`config.mk`:
```
export PLATFORM = sky130hd
export DESIGN_NAME = dut_port_arbiter
export DESIGN_NICKNAME = d
export VERILOG_FILES = /design/src/rtl/dut_port_arbiter_pkg.sv /design/src/rtl/dut_port_arbiter_rr_arb2.sv /design/src/rtl/dut_port_arbiter.sv
export SDC_FILE = /design/constraint.sdc
export NUM_CORES = 1
export LEC_CHECK = 0
export ABC_AREA = 1
export BUFFER_PORTS_ARGS = -buffer_cell sky130_fd_sc_hd__buf_4
export CAP_MARGIN = 10
export CORE_ASPECT_RATIO = 0.9
export CORE_UTILIZATION = 50
export CTS_BUF_LIST = sky130_fd_sc_hd__clkbuf_2 sky130_fd_sc_hd__clkbuf_4 sky130_fd_sc_hd__clkbuf_8
export DETAILED_ROUTE_END_ITERATION = 8
export PLACE_DENSITY = 0.84
export SETUP_SLACK_MARGIN = 0.2
export SYNTH_ARGS = -nofsm -noshare
export SYNTH_HDL_FRONTEND = slang
export SYNTH_SLANG_ARGS = --single-unit
```
`constraint.sdc`:
```
create_clock -name CLK -period 3.67 [get_ports CLK]
set_input_delay 0.5505 -clock CLK [delete_from_list [all_inputs] [get_ports CLK]]
set_output_delay 0.5505 -clock CLK [all_outputs]
set_load 0.02 [all_outputs]
```
`src/rtl/dut_port_arbiter_pkg.sv`:
```
// Shared types and default widths for the dut port arbiter.
package dut_port_arbiter_pkg;

  typedef enum logic [1:0] {
    ST_IDLE  = 2'd0,
    ST_ISSUE = 2'd1,
    ST_RESP  = 2'd2
  } state_t;

  typedef enum logic {
    OWNER_A = 1'b0,
    OWNER_B = 1'b1
  } owner_t;

  localparam int DEF_ADDR_W  = 3;
  localparam int DEF_DATA_W  = 8;
  localparam int DEF_TIMEOUT = 16;
  localparam int DEF_TO_W    = 5;

endpackage

```
`src/rtl/dut_port_arbiter_rr_arb2.sv`:
```
// Two-way round-robin arbiter. The priority holder wins a tie; on advance
// the priority passes to the requester that was not granted.
module rr_arb2
  import dut_port_arbiter_pkg::*;
(
  input  logic clk,
  input  logic rst,
  input  logic valid_a,
  input  logic valid_b,
  input  logic advance,
  output logic grant_a,
  output logic grant_b
);

  owner_t prio_q;

  // Grant the priority holder if it asks, otherwise whoever is asking.
  always_comb begin
    grant_a = valid_a && ((prio_q == OWNER_A) || !valid_b);
    grant_b = valid_b && !grant_a;
  end

  // Priority flop: after each accepted grant the other side goes first.
  always_ff @(posedge clk) begin
    if (rst) begin
      prio_q <= OWNER_A;
    end else if (advance) begin
      prio_q <= grant_a ? OWNER_B : OWNER_A;
    end
  end

endmodule

```
`src/rtl/dut_port_arbiter.sv`:
```
// Shares the dut register port between requesters A and B, one transaction
// at a time, with a bounded wait for the dut rdy strobes.
//
// Handshake: a command transfers on a cycle where req_x_valid && req_x_ready
// are both high; ready depends only on state, arbitration and RST, never on
// the command fields. Responses are a one-cycle rsp_x_valid pulse with no
// back-pressure.
module dut_port_arbiter
  import dut_port_arbiter_pkg::*;
#(
  parameter int ADDR_W  = DEF_ADDR_W,
  parameter int DATA_W  = DEF_DATA_W,
  parameter int TIMEOUT = DEF_TIMEOUT,
  parameter int TO_W    = DEF_TO_W
) (
  input  logic              CLK,
  input  logic              RST,
  input  logic              req_a_valid,
  output logic              req_a_ready,
  input  logic              req_a_we,
  input  logic [ADDR_W-1:0] req_a_addr,
  input  logic [DATA_W-1:0] req_a_wdata,
  output logic              rsp_a_valid,
  output logic [DATA_W-1:0] rsp_a_data,
  output logic              rsp_a_err,
  input  logic              req_b_valid,
  output logic              req_b_ready,
  input  logic              req_b_we,
  input  logic [ADDR_W-1:0] req_b_addr,
  input  logic [DATA_W-1:0] req_b_wdata,
  output logic              rsp_b_valid,
  output logic [DATA_W-1:0] rsp_b_data,
  output logic              rsp_b_err,
  output logic [ADDR_W-1:0] dut_write_address,
  output logic [DATA_W-1:0] dut_write_data,
  output logic              dut_write_en,
  input  logic              dut_write_rdy,
  output logic [ADDR_W-1:0] dut_read_address,
  output logic              dut_read_en,
  input  logic              dut_read_rdy,
  input  logic [DATA_W-1:0] dut_read_data,
  output logic              busy,
  output state_t            dbg_state
);

  // Last counter value before the abort; only meaningful when TIMEOUT != 0.
  localparam logic [TO_W-1:0] TO_LAST = (TIMEOUT == 0) ? '0 : TO_W'(TIMEOUT - 1);

  state_t            state;
  owner_t            owner;
  logic              cmd_we;
  logic [ADDR_W-1:0] cmd_addr;
  logic [DATA_W-1:0] cmd_wdata;
  logic [TO_W-1:0]   to_cnt;
  logic              grant_a;
  logic              grant_b;
  logic              accept;
  logic              fire;
  logic              timeout_hit;
  logic [DATA_W-1:0] rsp_data_nxt;

  rr_arb2 u_arb (
    .clk     (CLK),
    .rst     (RST),
    .valid_a (req_a_valid),
    .valid_b (req_b_valid),
    .advance (accept),
    .grant_a (grant_a),
    .grant_b (grant_b)
  );

  // Handshake, dut enables and abort detection.
  always_comb begin
    req_a_ready  = (state == ST_IDLE) && grant_a && !RST;
    req_b_ready  = (state == ST_IDLE) && grant_b && !RST;
    accept       = req_a_ready || req_b_ready;
    dut_write_en = (state == ST_ISSUE) && cmd_we && dut_write_rdy && !RST;
    dut_read_en  = (state == ST_ISSUE) && !cmd_we && dut_read_rdy && !RST;
    fire         = dut_write_en || dut_read_en;
    timeout_hit  = (TIMEOUT != 0) && (state == ST_ISSUE) && !fire && (to_cnt == TO_LAST);
    rsp_data_nxt = dut_read_en ? dut_read_data : '0;
  end

  assign dut_write_address = cmd_addr;
  assign dut_read_address  = cmd_addr;
  assign dut_write_data    = cmd_wdata;
  assign busy              = (state != ST_IDLE);
  assign dbg_state         = state;

  // Transaction FSM with command latch, stall counter and response registers.
  always_ff @(posedge CLK) begin
    if (RST) begin
      state       <= ST_IDLE;
      owner       <= OWNER_A;
      cmd_we      <= 1'b0;
      cmd_addr    <= '0;
      cmd_wdata   <= '0;
      to_cnt      <= '0;
      rsp_a_valid <= 1'b0;
      rsp_a_data  <= '0;
      rsp_a_err   <= 1'b0;
      rsp_b_valid <= 1'b0;
      rsp_b_data  <= '0;
      rsp_b_err   <= 1'b0;
    end else begin
      rsp_a_valid <= 1'b0;
      rsp_a_data  <= '0;
      rsp_a_err   <= 1'b0;
      rsp_b_valid <= 1'b0;
      rsp_b_data  <= '0;
      rsp_b_err   <= 1'b0;
      case (state)
        ST_IDLE: begin
          if (accept) begin
            owner     <= req_b_ready ? OWNER_B : OWNER_A;
            cmd_we    <= req_b_ready ? req_b_we : req_a_we;
            cmd_addr  <= req_b_ready ? req_b_addr : req_a_addr;
            cmd_wdata <= req_b_ready ? req_b_wdata : req_a_wdata;
            to_cnt    <= '0;
            state     <= ST_ISSUE;
          end
        end
        ST_ISSUE: begin
          if (fire || timeout_hit) begin
            state <= ST_RESP;
            if (owner == OWNER_A) begin
              rsp_a_valid <= 1'b1;
              rsp_a_data  <= rsp_data_nxt;
              rsp_a_err   <= timeout_hit;
            end else begin
              rsp_b_valid <= 1'b1;
              rsp_b_data  <= rsp_data_nxt;
              rsp_b_err   <= timeout_hit;
            end
          end else if (to_cnt != '1) begin
            to_cnt <= to_cnt + 1'b1;
          end
        end
        ST_RESP: begin
          state <= ST_IDLE;
        end
        default: begin
          state <= ST_IDLE;
        end
      endcase
    end
  end

endmodule

```
==> summary.md, run 1 <==
| Metric | Value |
|---|---|
| Setup_tns | 0 ns |
| Root Buffer | clkbuf_8 |
| Core Box Area | 3430 um^2 |
| Largest cells by area after synthesis | dfxtp_1, nor3_2, nand2_1 |
| Worst Hold Endpoint | u_arb.prio_q |
| Min Tclk post-route | 2.06 ns |
| Rel. slew slack | 75.0% |
| Remaining DRCs | 0 |
| Row count | 20 |
| HP Start | u_arb.prio_q |
| Routed len/inst | 11.4 um |
| Post-place instance area | 2380 um^2 |
| Nets | 323 |
| Multi-input gate area | 822 um^2 |
| Clock Path Buffers | 2 |
| DR vias | 1561 |
| TritonCTS buffer count | 5 |
| Post-synth top area share | 45.0% |
| Crit path kind | reg2out |
| Startpoint types | flop |
| Fillers | 261 |
| Mapped Area | 1820 um^2 |
| Syn Inst Count | 207 |
| Run status | finished, final reports clean |
| Depth of the CTS H-tree | 2 |
| Final setup viols | 0 |
| DRT Pass-1 Iters | 4 |
| Actual slew at the worst max-slew pin | 0.374 ns |
| Most frequent CP cell | inv_2 |
| Worst-Skew Late Latency | 0.28 ns |
| RR Startpoint | to_cnt[0] |
| Yosys warns | 0 |
| Share of cells above drive strength 1 | 45.4% |
| Clock-pin slew on the worst setup and hold paths | 0.07 ns |
| Placer congestion estimate | 0.766 |
| Overflow after GRT | 0 |
| Cts hold-fix bufs | 0 |
| Slowest CP cell | dfxtp_1 |
| Die height | 59.3 um |
| Unrepaired setup endpoints after global routing | no |
| Boundary Pins | 79 |
| Crit Path Max Fanout | 14 |
| Worst hold path type | reg2reg |
| Crit end category | primary output |
| Placed Instances | 319 |
| Register area share after synthesis | 45.0% |
| Routed Antenna Nets | 0 |
| Gr usage total | 21.0% |
| Final max-slew violation count | 0 |
| Crit path cell chain | inv_2, nand2_4, nor2_4, nand2_2, inv_2, buf_4 |
| Hold Vio Cnt, Final | 0 |
| Final hold slack | 0.485 ns |
| Maxcap violations | 0 |
| R2R Setup Slk | 2.01 ns |
| Largest area contributor in the netlist | dfxtp_1 |
| Leak pwr | 1.17 nW |
| PwrDens | 452 nW/um^2 |
| Net Count, Synth | 248 |
| Register Area | 821 um^2 |
| Core Util, Final | 72.4% |
| Die ar. | 3890 um^2 |
| Inserted Diodes | 0 |
| Vias per cell | 4.79 |
| Non-Filler Instances | 326 |
| Worst EP arrival | 1.51 ns |
| Worst Hold Path Cells | 2 |
| FF+latch count, synth | 41 |
| Initial antenna violation count | 0 |
| TritonCTS clock tree | done |
| Achievable Freq | 485 MHz |
| Clock sink count | 41 |
| First DRT Iteration DRCs | 90 |
| Critical Path RT | 3.12 ns |
| Post-DP HPWL | 2.93 mm |
| Synth unique cells | 26 |
| Starting density of the core | 53.2% |
| Final period util | 56.2% |
| Worst Skew | 0.00556 ns |
| R2r worst-path depth | 10 |
| # Post-CTS Setup Buffers | 0 |
| Worst IR Drop VDD | 0.256 mV |
| Post_cts resized | 0 |
| RR Endpoint | to_cnt[1] |
| First-pass GRT wire length | 6.09 mm |
| Die X | 65.7 um |
| Layout area overhead | 36.2% |
| Synthesized area per cell | 8.81 um^2 |
| IO Port Bufs | 78 |
| Critical Path Max Stage Delay | 0.33 ns |
| Largest net degree at the start of global routing | 18 |
| Post-route cell area | 2480 um^2 |
| Vias in the first global route | 1401 |
| Routed WL | 3.70 mm |
[registers in the layout (all words and copies together), names as in the netlist]
signal	flops
rsp_a_err	1
dbg_state	2
cmd_we	1
u_arb.prio_q	1
rsp_b_err	1
dut_write_data	8
owner	1
rsp_b_valid	1
to_cnt	5
rsp_a_valid	1
rsp_b_data	8
rsp_a_data	8
dut_read_address	3
[routing by layer]
layer  GRT usage [%]  vias up  routed length [um]
met1            24.9      682                1580
met4            9.01        0                  28
met2            34.8       67                1790
met3            6.92        2                 307
li1                -      810                   -
met5               0        -                   0
[power breakdown]
part	internal [mW]	leakage, nW	switching [mW]
Combinational	0.113	0.781	0.166
Clock	0.197	0.0540	0.140
Sequential	0.479	0.333	0.0280
[cells in the final DEF, fill, tap and decap left out, drive strengths merged]
cell type | netlist | routed
nor3 | 16 | 16
clkbuf | 1 | 5
or2 | 2 | 2
inv | 25 | 25
dfxtp | 41 | 41
nand3 | 19 | 19
nor2 | 21 | 21
o21ai | 3 | 3
a21oi | 6 | 6
buf | 9 | 78
ha | 3 | 3
a31oi | 12 | 12
clkinv | 0 | 1
bufinv | 0 | 1
nand2 | 49 | 49
[Yosys cell counts, drive strengths merged]
master  instances
clkbuf          1
buf             9
a31oi          12
nor3           16
o21ai           3
or2             2
dfxtp          41
inv            25
nand2          49
nor2           21
ha              3
nand3          19
a21oi           6
[worst max path at each step]
stage               cells past startpoint  slack, ns     endpoint         start
floorplan                               5       1.83  dut_read_en  dut_read_rdy
global placement                        5       1.66  req_a_ready           RST
detailed placement                      5       1.63  req_a_ready           RST
CTS                                     6       1.60  req_a_ready  dbg_state[1]
global route                            6       1.46  req_a_ready  dbg_state[0]
finish                                  6       1.61  req_a_ready  dbg_state[1]
[cell families (layout without fill, tap and decap cells)]
kind of cell             after synthesis  after routing  synth area share, %
flip-flops                            41             41                 45.0
AND/OR/NAND/NOR                      107            107                 35.6
buffers and inverters                 35            110                 9.88
AO/OA/AOI/OAI                         21             21                 7.41
adder cells (fa/ha/maj)                3              3                 2.06
[area by class of cell]
cell class	count	area share (%)
timing repair buffer	78	23.6
clock inverter	2	1.41
sequential	41	33.0
tap	44	2.22
multi-input combinational	131	33.1
clock buffer	5	2.77
inverter	25	3.88
[worst max-delay path, delay by kind of cell (launching register included)]
kind                   cells  cell delay, ns
DFF                        1            0.33
buffers and inverters      3            0.52
and+or+nand+nor            3            0.37
[through the flow]
| stage | setup WS [ns] | total power, mW |
|---|---|---|
| 6_report | 1.61 | 1.12 |
| 3_3_place_gp | 1.66 | 0.791 |
| 3_5_place_dp | 1.63 | 0.797 |
| 4_1_cts | 1.60 | 1.14 |
| 2_1_floorplan | 1.83 | 0.711 |
| 5_1_grt | 1.46 | 1.19 |
No activity file was read; power rests on OpenSTA's default activity.
==> inputs of run 2 (changes only) <==
--- a/config.mk
+++ b/config.mk
@@ -9,10 +9,10 @@
 export BUFFER_PORTS_ARGS = -buffer_cell sky130_fd_sc_hd__buf_4
 export CAP_MARGIN = 10
 export CORE_ASPECT_RATIO = 0.9
-export CORE_UTILIZATION = 50
+export CORE_UTILIZATION = 44
 export CTS_BUF_LIST = sky130_fd_sc_hd__clkbuf_2 sky130_fd_sc_hd__clkbuf_4 sky130_fd_sc_hd__clkbuf_8
 export DETAILED_ROUTE_END_ITERATION = 8
-export PLACE_DENSITY = 0.84
+export PLACE_DENSITY = 0.78
 export SETUP_SLACK_MARGIN = 0.2
 export SYNTH_ARGS = -nofsm -noshare
 export SYNTH_HDL_FRONTEND = slang
==> constraint.sdc (replaced) <==
create_clock -name CLK -period 1.84 [get_ports CLK]
set_input_delay 0.276 -clock CLK [delete_from_list [all_inputs] [get_ports CLK]]
set_output_delay 0.276 -clock CLK [all_outputs]
set_load 0.02 [all_outputs]
==> summary.md, run 2 (same netlist as run 1, synthesis figures left out) <==
| Metric | Value |
|---|---|
| Clock sink count | 41 (unchanged) |
| Core Box Area | 3840 um^2 (+12%) |
| Largest net degree at the start of global routing | 17 (-1) |
| Crit path kind | reg2out |
| Critical Path Max Stage Delay | 0.36 ns (+0.03 ns) |
| TritonCTS buffer count | 5 (unchanged) |
| Achievable Freq | 636 MHz |
| Unrepaired setup endpoints after global routing | yes |
| Nets | 349 (+8.0%) |
| Actual slew at the worst max-slew pin | 0.407 ns (+0.0330 ns) |
| Depth of the CTS H-tree | 2 (unchanged) |
| Post-place instance area | 2390 um^2 (+0.42%) |
| Root Buffer | clkbuf_8 |
| Min Tclk post-route | 1.57 ns |
| Cts hold-fix bufs | 0 (unchanged) |
| Final worst-path setup slack | 0.268 ns (-1.34 ns) |
| Leak pwr | 1.28 nW (+9.4%) |
| Remaining DRCs | 0 (unchanged) |
| Crit end category | primary output |
| Inserted Diodes | 0 (unchanged) |
| Placer congestion estimate | 0.720 (-6.0%) |
| Layout area overhead | 52.8% |
| Vias per cell | 4.70 (-1.9%) |
| Cell family with most CP delay | flip-flops |
| PwrDens | 878 nW/um^2 (+94%) |
| Die X | 69.9 um (+6.4%) |
| Vias in the first global route | 1515 (+8.1%) |
| Final period util | 85.4% |
| Die height | 63.1 um (+6.4%) |
| Worst Hold Endpoint | dut_write_data[1] |
| Worst Path Buf+Inv | 3 (unchanged) |
| Gr usage total | 18.5% (-2.5 points) |
| Clock Path Buffers | 2 (unchanged) |
| Clock-pin slew on the worst setup and hold paths | 0.07 ns (about the same) |
| Hold Vio Cnt, Final | 0 (unchanged) |
| Worst IR Drop VDD | 0.502 mV (+96%) |
| Maxcap violations | 0 (unchanged) |
| Run status | finished, final reports clean |
| RR Endpoint | to_cnt[4] |
| Row count | 21 (+5.0%) |
| Worst-Skew Late Latency | 0.28 ns (about the same) |
| DRT Pass-1 Iters | 4 (unchanged) |
| Post-DP HPWL | 2.71 mm (-7.7%) |
| Crit path cell chain | inv_2, nand2_4, nor2_4, nand3_4, inv_8, buf_4 |
| Tot Pwr | 2.44 mW (+120%) |
| Worst Hold Path Cells | 3 (+1) |
| DR vias | 1667 (+6.8%) |
| Starting density of the core | 47.5% (-5.7 points) |
| Routed WL | 4.37 mm (+18%) |
| Worst hold path type | in2reg |
| Rel. slew slack | 72.8% (-2.1 points) |
| Die ar. | 4410 um^2 (+13%) |
| Startpoint types | flop |
| First-pass GRT wire length | 6.49 mm (+6.5%) |
| Routed len/inst | 12.3 um (+8.5%) |
| Placement Setup Slack | 0.202 ns (-1.43 ns) |
| Worst EP arrival | 1.30 ns (-0.21 ns) |
| Initial antenna violation count | 0 (unchanged) |
| Crit Path Max Fanout | 6 (-8) |
| R2r worst-path depth | 8 (-2) |
| Most common cell after layout, fill and taps aside | buf_4 |
| Share of cells above drive strength 1 | 54.0% (+8.7 points) |
| Final hold slack | 0.266 ns (-0.219 ns) |
| Routed Antenna Nets | 0 (unchanged) |
| First DRT Iteration DRCs | 60 (-33%) |
| Final setup viols | 0 (unchanged) |
| Fillers | 296 (+13%) |
| R2R Setup Slk | 0.28 ns (-1.73 ns) |
| Post-route cell area | 2790 um^2 (+12%) |
| Setup_tns | 0 ns (unchanged) |
| TritonCTS clock tree | done |
| Worst Skew | 0.00451 ns (-0.00106 ns) |
| IO Port Bufs | 78 (unchanged) |
| RR Startpoint | to_cnt[0] |
| Boundary Pins | 79 (unchanged) |
| HP Start | req_a_wdata[1] |
| Critical Path RT | 1.56 ns (-1.56 ns) |
| Slowest CP cell | dfxtp_2 |
| Commonest cells after routing, fill and taps aside | buf_4, nand2_1, dfxtp_1, inv_1, nor3_2 |
| Overflow after GRT | 0 (unchanged) |
| Final max-slew violation count | 0 (unchanged) |
[run 2: final cells by class]
class / count / area, um^2 / area share, %
inverters: 25 / 114 / 4.09
clock buffers: 7 / 90.1 / 3.23
multi-input cells: 133 / 887 / 31.9
repair buffers: 102 / 778 / 27.9
clock inverters: 1 / 30.0 / 1.08
flip-flops and latches: 41 / 828 / 29.7
well taps: 46 / 57.6 / 2.07
[run 2: worst max-delay path by stage]
stage	cells past startpoint	slack, ns	from	end
finish	6	0.27	dbg_state[0]	req_b_ready
CTS	6	0.09	dbg_state[1]	req_b_ready
global placement	10	0.26	to_cnt[0]	to_cnt[3]
floorplan	10	0.32	to_cnt[0]	to_cnt[0]
detailed placement	10	0.20	to_cnt[0]	to_cnt[3]
global route	9	0.17	to_cnt[0]	to_cnt[3]
[run 2: per-layer routing]
metal / vias up / part of all wire [%] / GRT usage (%)
met2: 66 / 52 / 32.6
met1: 733 / 39 / 20.4
met3: 2 / 8.6 / 8.00
met5: - / 0 / 0
li1: 866 / - / -
met4: 0 / 0.55 / 4.75
[run 2: per-stage QoR]
step / std cells / utilization [%]
2_1_floorplan: 207 / -
3_3_place_gp: 322 / 62.3
3_5_place_dp: 322 / 62.3
4_1_cts: 334 / 67.0
5_1_grt: 355 / 72.6
6_report: 355 / 72.6
[run 2: worst min-delay path, cell delays in order]
cell     delay [ns]
buf_4          0.10
nand2_1        0.05
a31oi_1        0.07
[run 2: what timing repair did]
item	4_1_cts	5_1_grt
gates cloned	0	2
buffers inserted	4	19
setup endpoints to repair	9	29
gates resized for setup	4	20
pin swaps	1	5
[run 2: report_power, final]
part / total (mW) / internal (mW) / switching (mW)
clock network: 0.740 / 0.457 / 0.284
logic: 0.682 / 0.301 / 0.381
registers: 1.02 / 0.959 / 0.0635
==> inputs of run 3 (changes only) <==
--- a/config.mk
+++ b/config.mk
@@ -9,10 +9,9 @@
 export BUFFER_PORTS_ARGS = -buffer_cell sky130_fd_sc_hd__buf_4
 export CAP_MARGIN = 10
 export CORE_ASPECT_RATIO = 0.9
-export CORE_UTILIZATION = 44
+export CORE_UTILIZATION = 35
 export CTS_BUF_LIST = sky130_fd_sc_hd__clkbuf_2 sky130_fd_sc_hd__clkbuf_4 sky130_fd_sc_hd__clkbuf_8
 export DETAILED_ROUTE_END_ITERATION = 8
-export PLACE_DENSITY = 0.78
 export SETUP_SLACK_MARGIN = 0.2
 export SYNTH_ARGS = -nofsm -noshare
 export SYNTH_HDL_FRONTEND = slang
==> summary.md, run 3 (same netlist as run 1, synthesis figures left out) <==
| Metric | Value |
|---|---|
| Run status | finished, final reports clean |
| Vias per cell | 4.47 (-4.8%) |
| Setup_tns | 0 ns (unchanged) |
| Placement Setup Slack | 0.163 ns (-0.0392 ns) |
| Layout area overhead | 43.9% |
| Row count | 24 (+14%) |
| DR vias | 1605 (-3.7%) |
| Worst Skew | 0.00550 ns (+0.000990 ns) |
| Combinational power share | 27.8% (about the same) |
| Actual slew at the worst max-slew pin | 0.378 ns (-0.0286 ns) |
| Share of cells above drive strength 1 | 51.0% (-3.0 points) |
| First-pass GRT wire length | 6.42 mm (-0.97%) |
| Routed WL | 4.23 mm (-3.4%) |
| Final worst-path setup slack | 0.273 ns (+0.00487 ns) |
| P_int | 1.48 mW (-14%) |
| Crit Path Max Fanout | 14 (+8) |
| Hold Vio Cnt, Final | 0 (unchanged) |
| R2r worst-path depth | 10 (+2) |
| Core Box Area | 4920 um^2 (+28%) |
| DRT Pass-1 Iters | 4 (unchanged) |
| Final hold slack | 0.255 ns (-0.0113 ns) |
| Worst IR Drop VDD | 0.320 mV (-36%) |
| Largest net degree at the start of global routing | 17 (unchanged) |
| NetSw | 0.734 mW (+0.79%) |
| Unrepaired setup endpoints after global routing | no |
| Commonest cells after routing, fill and taps aside | buf_4, nand2_1, dfxtp_1, inv_1, nor3_2 |
| Final setup viols | 0 (unchanged) |
| Die height | 70.5 um (+12%) |
| Clock sink count | 41 (unchanged) |
| Non-Filler Instances | 359 (+1.1%) |
| Worst hold path type | in2reg |
| Achievable Freq | 638 MHz (+0.31%) |
| Gr usage total | 15.1% (-3.4 points) |
| Clock Path Buffers | 2 (unchanged) |
| Boundary Pins | 79 (unchanged) |
| Remaining DRCs | 0 (unchanged) |
| TritonCTS clock tree | done |
| Placed Instances | 342 (+6.2%) |
| Min Tclk post-route | 1.57 ns (-0.00487 ns) |
| Placer congestion estimate | 0.711 (-1.3%) |
| Clock network power share | 26.2% (-4.1 points) |
| Initial antenna violation count | 0 (unchanged) |
| Worst EP arrival | 1.29 ns (about the same) |
| Flop pwr share | 46.1% (+4.3 points) |
| Final max-slew violation count | 0 (unchanged) |
| IO Port Bufs | 78 (unchanged) |
| Sw Ratio | 33.2% (+3.4 points) |
| Nets | 334 (-4.3%) |
| Routed len/inst | 11.8 um (-4.4%) |
| Startpoint types | flop |
| Post-DP HPWL | 2.88 mm (+6.3%) |
| Starting density of the core | 37.0% (-11 points) |
| Clock-pin slew on the worst setup and hold paths | 0.08 ns (about the same) |
| Worst-Skew Late Latency | 0.30 ns (+0.02 ns) |
| Die ar. | 5500 um^2 (+25%) |
| Vias in the first global route | 1424 (-6.0%) |
| Depth of the CTS H-tree | 2 (unchanged) |
| TritonCTS buffer count | 5 (unchanged) |
| PwrDens | 843 nW/um^2 (-3.9%) |
| Cts hold-fix bufs | 0 (unchanged) |
| Overflow after GRT | 0 (unchanged) |
| Inserted Diodes | 0 (unchanged) |
| Crit path kind | reg2out |
| Final period util | 85.2% (-0.26 points) |
| Routed Antenna Nets | 0 (unchanged) |
| Rel. slew slack | 74.7% (+1.9 points) |
| Worst Hold Path Cells | 3 (unchanged) |
| Leak pwr | 1.20 nW (-5.9%) |
| Critical Path RT | 1.56 ns (about the same) |
| Crit end category | primary output |
| Most common cell after layout, fill and taps aside | buf_4 |
| First DRT Iteration DRCs | 37 (-38%) |
| Maxcap violations | 0 (unchanged) |
| Root Buffer | clkbuf_8 |
| Die X | 78.1 um (+12%) |
==> run 3: worst paths after layout <==
kind | startpoint | endpoint | slack [ns]
worst max-delay path | dbg_state[0] | req_a_ready | 0.27
worst min-delay path | req_b_wdata[4] | dut_write_data[4] | 0.25
worst max register to register | to_cnt[0] | to_cnt[0] | 0.28
worst min register to register | u_arb.prio_q | u_arb.prio_q | 0.48
==> run 3: final cells by class <==
class / count / area [um^2]
fill: 484 / 2300
inverter: 25 / 111
tap: 65 / 81.3
multi-input combinational: 133 / 865
sequential: 41 / 826
clock inverter: 3 / 17.5
timing repair buffer: 87 / 653
clock buffer: 5 / 68.8
==> run 3: critical path, stage by stage (launching register included) <==
cell and delay (ns):
dfxtp_2 0.40, inv_2 0.07, nand2_4 0.09, nor2_4 0.05
nand2_2 0.10, clkinv_4 0.12, buf_4 0.18
==> run 3: routing by layer <==
layer / track usage [%] / vias to the layer above / part of all wire (%)
met3: 5.62 / 5 / 8.0
met4: 5.56 / 0 / 0.99
li1: - / 841 / -
met2: 25.2 / 61 / 50
met1: 17.6 / 698 / 41
met5: 0 / - / 0
==> run 3: power by group through the flow <==
stage	sequential, mW	clock, mW	combinational (mW)
finish	1.02	0.579	0.614
global route	1.03	0.633	0.673
CTS	1.01	0.598	0.586
detailed placement	1.03	0	0.569
global placement	1.03	0	0.562
floorplan	1.06	0	0.361
==> run 3: per-stage QoR <==
stage / utilization [%] / power, mW / cell area [um^2]
after floorplan: - / 1.42 / 1820
after global placement: 49.2 / 1.59 / 2420
after detailed placement: 49.2 / 1.60 / 2420
after CTS: 51.8 / 2.20 / 2550
after global routing: 53.3 / 2.34 / 2620
final: 53.3 / 2.21 / 2620
==> run 3: what timing repair did <==
action                     CTS  global route
buffers inserted             3             4
pin swaps                    2             4
cloned                       0             2
setup endpoints to repair    9            18
gates resized for setup      8            10
